$ cat src/rtl/dp3_pkg.sv
// dp3_pkg: shared encodings for the dp3 controller (opcodes, FSM states,
// accumulator source select values and instruction field layout).
package dp3_pkg;

  localparam int DP3_OP_W   = 3;
  localparam int DP3_ADDR_W = 5;
  localparam int INSTR_W    = DP3_OP_W + DP3_ADDR_W;
  localparam int OP_MSB     = INSTR_W - 1;
  localparam int OP_LSB     = DP3_ADDR_W;
  localparam int ADDR_MSB   = DP3_ADDR_W - 1;
  localparam int ADDR_LSB   = 0;

  localparam logic [2:0] OP_LOAD  = 3'b000;
  localparam logic [2:0] OP_STORE = 3'b001;
  localparam logic [2:0] OP_ADD   = 3'b010;
  localparam logic [2:0] OP_SUB   = 3'b011;
  localparam logic [2:0] OP_INPUT = 3'b100;
  localparam logic [2:0] OP_JZ    = 3'b101;
  localparam logic [2:0] OP_JPOS  = 3'b110;
  localparam logic [2:0] OP_HALT  = 3'b111;

  localparam logic [1:0] ASEL_PROD = 2'd0;
  localparam logic [1:0] ASEL_IN   = 2'd1;
  localparam logic [1:0] ASEL_MEM  = 2'd2;

  typedef enum logic [2:0] {
    S_FETCH      = 3'd0,
    S_DECODE     = 3'd1,
    S_EXEC       = 3'd2,
    S_INPUT_WAIT = 3'd3,
    S_INPUT_REL  = 3'd4,
    S_HALT       = 3'd5
  } state_t;

endpackage

$ cat src/rtl/dp3_ctrl.sv
// dp3_ctrl: multi-cycle fetch/decode/execute controller for the dp3 datapath.
// Optional macro DP3_CTRL_SINGLE_STEP_EN adds a step input gating each FETCH.
`default_nettype none
module dp3_ctrl
  import dp3_pkg::*;
#(
  parameter int ADDR_W   = DP3_ADDR_W,
  parameter int OP_W     = DP3_OP_W,
  parameter int RESET_PC = 0
) (
  input  logic                   clock,
  input  logic                   reset,
  input  logic                   enter,
`ifdef DP3_CTRL_SINGLE_STEP_EN
  input  logic                   step,
`endif
  input  logic [OP_W+ADDR_W-1:0] instr,
  input  logic                   Apos,
  input  logic                   Aeq0,
  output logic                   Aload,
  output logic                   Sub,
  output logic [1:0]             Asel,
  output logic [ADDR_W-1:0]      memAddr,
  output logic                   memWe,
  output logic [ADDR_W-1:0]      pc,
  output logic                   halt
);

  state_t                   state_q, state_d;
  logic [ADDR_W-1:0]        pc_q, pc_d;
  logic [OP_W+ADDR_W-1:0]   ir_q, ir_d;
  logic [OP_W-1:0]          ir_op;
  logic [ADDR_W-1:0]        ir_addr;
  logic                     fetch_go;

  assign ir_op   = ir_q[OP_W+ADDR_W-1 -: OP_W];
  assign ir_addr = ir_q[ADDR_W-1:0];
  assign pc      = pc_q;

`ifdef DP3_CTRL_SINGLE_STEP_EN
  assign fetch_go = step;
`else
  assign fetch_go = 1'b1;
`endif

  always_ff @(posedge clock) begin
    if (reset) begin
      state_q <= S_FETCH;
      pc_q    <= ADDR_W'(RESET_PC);
      ir_q    <= '0;
    end else begin
      state_q <= state_d;
      pc_q    <= pc_d;
      ir_q    <= ir_d;
    end
  end

  always_comb begin
    state_d = state_q;
    pc_d    = pc_q;
    ir_d    = ir_q;
    Aload   = 1'b0;
    Sub     = 1'b0;
    Asel    = ASEL_PROD;
    memAddr = ir_addr;
    memWe   = 1'b0;
    halt    = 1'b0;

    case (state_q)
      S_FETCH: begin
        memAddr = pc_q;
        if (fetch_go) begin
          ir_d    = instr;
          pc_d    = pc_q + ADDR_W'(1);
          state_d = S_DECODE;
        end
      end
      S_DECODE: begin
        case (ir_op)
          OP_INPUT: state_d = S_INPUT_WAIT;
          OP_HALT:  state_d = S_HALT;
          default:  state_d = S_EXEC;
        endcase
      end
      S_EXEC: begin
        state_d = S_FETCH;
        case (ir_op)
          OP_LOAD: begin
            Aload = 1'b1;
            Asel  = ASEL_MEM;
          end
          OP_ADD: Aload = 1'b1;
          OP_SUB: begin
            Aload = 1'b1;
            Sub   = 1'b1;
          end
          OP_STORE: memWe = 1'b1;
          OP_JZ:    if (Aeq0) pc_d = ir_addr;
          OP_JPOS:  if (Apos) pc_d = ir_addr;
          default: ;
        endcase
      end
      S_INPUT_WAIT: begin
        if (enter) begin
          Aload   = 1'b1;
          Asel    = ASEL_IN;
          state_d = S_INPUT_REL;
        end
      end
      S_INPUT_REL: begin
        if (!enter) state_d = S_FETCH;
      end
      S_HALT: halt = 1'b1;
      default: state_d = S_FETCH;
    endcase

    // Reset can land mid-instruction; keep the datapath and memory untouched.
    if (reset) begin
      Aload = 1'b0;
      Sub   = 1'b0;
      Asel  = ASEL_PROD;
      memWe = 1'b0;
      halt  = 1'b0;
    end
  end

endmodule
`default_nettype wire

$ cat config.mk
export PLATFORM = sky130hd
export DESIGN_NAME = dp3_ctrl
export DESIGN_NICKNAME = d
export VERILOG_FILES = /design/src/rtl/dp3_pkg.sv /design/src/rtl/dp3_ctrl.sv
export SDC_FILE = /design/constraint.sdc
export NUM_CORES = 1
export LEC_CHECK = 0
export CAP_MARGIN = 20
export CORE_MARGIN = 1
export CORE_UTILIZATION = 41
export CTS_CLUSTER_SIZE = 20
export DETAILED_ROUTE_END_ITERATION = 7
export PLACE_DENSITY_LB_ADDON = 0.1
export SYNTH_ARGS = -nofsm -noshare
export SYNTH_HDL_FRONTEND = slang
export SYNTH_SLANG_ARGS = --single-unit
$ cat constraint.sdc
create_clock -name clock -period 1.44 [get_ports clock]
set_input_delay 0.288 -clock clock [delete_from_list [all_inputs] [get_ports clock]]
set_output_delay 0.288 -clock clock [all_outputs]
set_load 0.01 [all_outputs]
==> flow_results.xml <==
<?xml version="1.0" encoding="UTF-8"?>
<metrics>
  <group name="worst_setup_path">
    <metric name="cp_max_fo" unit="">6</metric>
    <metric name="max_stage_delay" unit="ps">390</metric>
    <metric name="cell_with_the_largest_stage_delay_on_the_worst_path" unit="">or3_4</metric>
    <metric name="worst-setup-path-type" unit="">reg -&gt; out</metric>
    <metric name="crit_arrival" unit="ps">1450</metric>
    <metric name="r2r_cells" unit="">5</metric>
    <metric name="critical_path_buf_inv_count" unit="">2</metric>
    <metric name="cell_depth_of_the_worst_setup_path" unit="">5</metric>
    <metric name="cp-start-kind" unit="">flop</metric>
    <metric name="cp.required" unit="ps">1150</metric>
    <metric name="critical_path.cell_chain" unit="">buf_6 &gt; or3_4 &gt; nand2_2 &gt; nand2_1 &gt; buf_2</metric>
    <metric name="crit_family" unit="">simple AND/OR/NAND/NOR gates</metric>
    <metric name="end_kind" unit="">output pin</metric>
  </group>
  <group name="routing">
    <metric name="avgRoutedWirePerCell" unit="microns">13.3</metric>
    <metric name="finalWirelength" unit="mm">2.91</metric>
    <metric name="dr.first_iter.drc_count" unit="">19</metric>
    <metric name="viasPerCell" unit="">5.24</metric>
    <metric name="detail_route.first_pass.iterations" unit="">4</metric>
    <metric name="routed_via_count" unit="">1148</metric>
    <metric name="final_antenna_net_count" unit="">0</metric>
    <metric name="route.detailed.drc" unit="">0</metric>
  </group>
  <group name="floorplanning">
    <metric name="floorplan.die_area" unit="sq um">2460</metric>
    <metric name="io-pin-count" unit="">29</metric>
    <metric name="rows" unit="">16</metric>
    <metric name="floorplan.core_area" unit="sq um">2040</metric>
    <metric name="die_width" unit="microns">49.6</metric>
    <metric name="initial_cell_density_of_the_core" unit="%">45.5</metric>
    <metric name="chipHeight" unit="microns">49.6</metric>
  </group>
  <group name="clock_tree">
    <metric name="clockBufferDepth" unit="">2</metric>
    <metric name="cts.root.buffer_cell" unit="">clkbuf_4</metric>
    <metric name="clkSlewWorstSetupHoldPaths" unit="ps">110</metric>
    <metric name="cts-buffers-inserted" unit="">3</metric>
    <metric name="cts_hold_repair.buffers" unit="">0</metric>
    <metric name="clk-insertion-delay-late" unit="ps">300</metric>
    <metric name="cts.htree.levels" unit="">1</metric>
    <metric name="tritoncts_num_sinks" unit="">16</metric>
    <metric name="cts_tree" unit="">built</metric>
  </group>
  <group name="timing">
    <metric name="setup_viol" unit="">11</metric>
    <metric name="relSlewSlack" unit="%">77.0</metric>
    <metric name="fin_crit" unit="ps">1740</metric>
    <metric name="setup_slack" unit="ps">-297</metric>
    <metric name="finalHoldWorstSlack" unit="ps">505</metric>
    <metric name="timing.final.max_slew_violations" unit="">0</metric>
    <metric name="period_share" unit="%">121</metric>
    <metric name="fin_skew" unit="ps">12.0</metric>
    <metric name="fmaxAchievable" unit="GHz">0.576</metric>
    <metric name="finalSetupTns" unit="ps">-1780</metric>
    <metric name="tightest_slew" unit="ps">342</metric>
    <metric name="grt_setup_unrepaired" unit="">true</metric>
    <metric name="timing.final.hold_violations" unit="">0</metric>
  </group>
  <group name="power_and_ir_drop">
    <metric name="power.density_cell_area" unit="nW/um^2">915</metric>
    <metric name="post-layout-total-power" unit="uW">1480</metric>
    <metric name="power.leakage" unit="uW">0.000767</metric>
    <metric name="power.ir.vdd_worst" unit="V">0.000651</metric>
  </group>
  <group name="global_routing">
    <metric name="grt.overflow.total" unit="">0</metric>
    <metric name="grt_pass1_wl" unit="mm">4.87</metric>
    <metric name="met2_usage" unit="%">45.3</metric>
    <metric name="grt_antenna_before_repair" unit="">0</metric>
    <metric name="grtUsageMet1" unit="%">31.3</metric>
    <metric name="grt-busiest-layer" unit="">met2</metric>
    <metric name="first_global_vias" unit="">1089</metric>
    <metric name="grt_use_met3" unit="%">5.86</metric>
    <metric name="largest_net_degree_at_the_start_of_global_routing" unit="">13</metric>
    <metric name="globalRouteTotalUtil" unit="%">25.4</metric>
  </group>
  <group name="yosys">
    <metric name="synth_edf_count" unit="">0</metric>
    <metric name="synth_top_flop_cell" unit="">dfxtp_1</metric>
    <metric name="ys_seq_elements" unit="">16</metric>
    <metric name="synth-seq-area-share" unit="%">34.5</metric>
    <metric name="synth_cell_type_count" unit="">30</metric>
    <metric name="synth_fp_nets" unit="">143</metric>
    <metric name="postSynthCellCount" unit="">129</metric>
    <metric name="yosys_warnings" unit="">0</metric>
    <metric name="async_flop_share" unit="%">0</metric>
    <metric name="synth_area" unit="sq um">928</metric>
    <metric name="avgSynthCellArea" unit="sq um">7.20</metric>
  </group>
  <group name="cells_and_area">
    <metric name="utilization" unit="%">79.1</metric>
    <metric name="multi_input_comb_area" unit="sq um">652</metric>
    <metric name="fraction_of_layout_instances_using_a_drive_strength_above_1" unit="%">44.3</metric>
    <metric name="antennaDiodeCount" unit="">0</metric>
    <metric name="nets_final" unit="">207</metric>
    <metric name="layout.cells.most_common_list" unit="">31 x buf_4, 25 x nand2_1, 15 x a21oi_1, 12 x nor2_1, 11 x clkdlybuf4s50_1</metric>
    <metric name="seqCellArea" unit="sq um">338</metric>
    <metric name="fill_cells" unit="">152</metric>
    <metric name="area_growth" unit="%">74.0</metric>
    <metric name="layout_commonest_cell" unit="">buf_4</metric>
  </group>
  <group name="worst_hold_path">
    <metric name="hold-path-cell-count" unit="">2</metric>
    <metric name="min-delay-path-class" unit="">reg -&gt; reg</metric>
  </group>
  <group name="job">
    <metric name="timing.max_cap.violations" unit="">0</metric>
  </group>
  <group name="place">
    <metric name="post-place-ws" unit="ps">-636</metric>
    <metric name="place.port_buffers" unit="">28</metric>
    <metric name="gp_congestion" unit="">0.856</metric>
    <metric name="place_hpwl" unit="mm">1.93</metric>
  </group>
  <group name="status">
    <metric name="failed_checks" unit="">negative setup slack</metric>
    <metric name="run_status" unit="">complete, but fails checks</metric>
  </group>
</metrics>
-- state kept, by name, summed over array words and instances (netlist names) --
name / flops
ir_q: 8
pc: 5
state_q: 3
-- kinds of logic (layout without fill, tap and decap cells) --
| logic type | Yosys count | after routing | share of synthesized area (%) |
|---|---|---|---|
| AOI/OAI and AO/OA | 26 | 26 | 17.1 |
| muxes | 3 | 3 | 3.23 |
| and+or+nand+nor | 75 | 75 | 39.9 |
| DFF | 16 | 16 | 34.5 |
| buffers and inverters | 8 | 71 | 3.91 |
| adders and majority gates | 1 | 1 | 1.35 |
-- synth_stat cells (all sizes together) (4+ instances only) --
| library cell | count | area [sq um] |
|---|---|---|
| nand2 | 31 | 119 |
| nand3 | 6 | 30.0 |
| or3 | 4 | 25.0 |
| nor2b | 4 | 25.0 |
| dfxtp | 16 | 320 |
| a21oi | 16 | 80.1 |
| nor2 | 13 | 51.3 |
| buf | 5 | 25.0 |
-- final cells by class --
class	instances	share of cell area, %
Clock buffer	4	2.25
Multi-Input combinational cell	105	40.4
Sequential cell	16	20.9
Tap cell	27	2.09
Timing Repair Buffer	67	34.4
-- metal layers --
| layer | part of all wire [%] | wire length [microns] | vias to the layer above |
|---|---|---|---|
| met5 | 0 | 0 | - |
| met4 | 0.52 | 15 | 0 |
| met3 | 4.1 | 120 | 2 |
| met2 | 51 | 1470 | 34 |
| met1 | 45 | 1300 | 535 |
| li1 | - | - | 577 |
-- path summary, 6_finish.rpt --
kind,slack [ps],endpoint,startpoint
setup / recovery,-300,memAddr[2],state_q[2]$_SDFFE_PP0P_
setup reg to reg,40,pc[4]$_SDFFE_PP0P_,pc[0]$_SDFFE_PP0P_
hold reg to reg,500,ir_q[0]$_SDFFE_PP0N_,ir_q[0]$_SDFFE_PP0N_
hold / removal,500,ir_q[0]$_SDFFE_PP0N_,ir_q[0]$_SDFFE_PP0N_
-- report_power, final --
group	total [uW]	leakage [uW]	internal [uW]	switching (uW)
sequential	553	0.000136	502	51.3
clock	313	0.0000210	154	159
combinational	612	0.000611	327	284
total	1480	0.000767	983	494
-- what timing repair did --
| action | 4_1_cts | 5_1_grt |
|---|---|---|
| gates resized for setup | 77 | 13 |
| setup endpoints to repair | 17 | 15 |
| pin swaps | 13 | 5 |
| gates cloned | 0 | 0 |
| setup buffers | 8 | 1 |
-- metrics by stage --
| stage | area (sq um) | std cells |
|---|---|---|
| 6_report | 1620 | 219 |
| 5_1_grt | 1620 | 219 |
| 4_1_cts | 1560 | 218 |
| 3_3_place_gp | 1440 | 206 |
| 2_1_floorplan | 928 | 129 |
| 3_5_place_dp | 1440 | 206 |
-- worst reg2reg max path: stages (launching register included) --
cell and delay, ps:
dfxtp_4 380, ha_1 220, and3_4 190, or2_2 290, a21oi_2 160, a2111oi_2 60
Note: power is estimated with default switching activity, not from simulation.
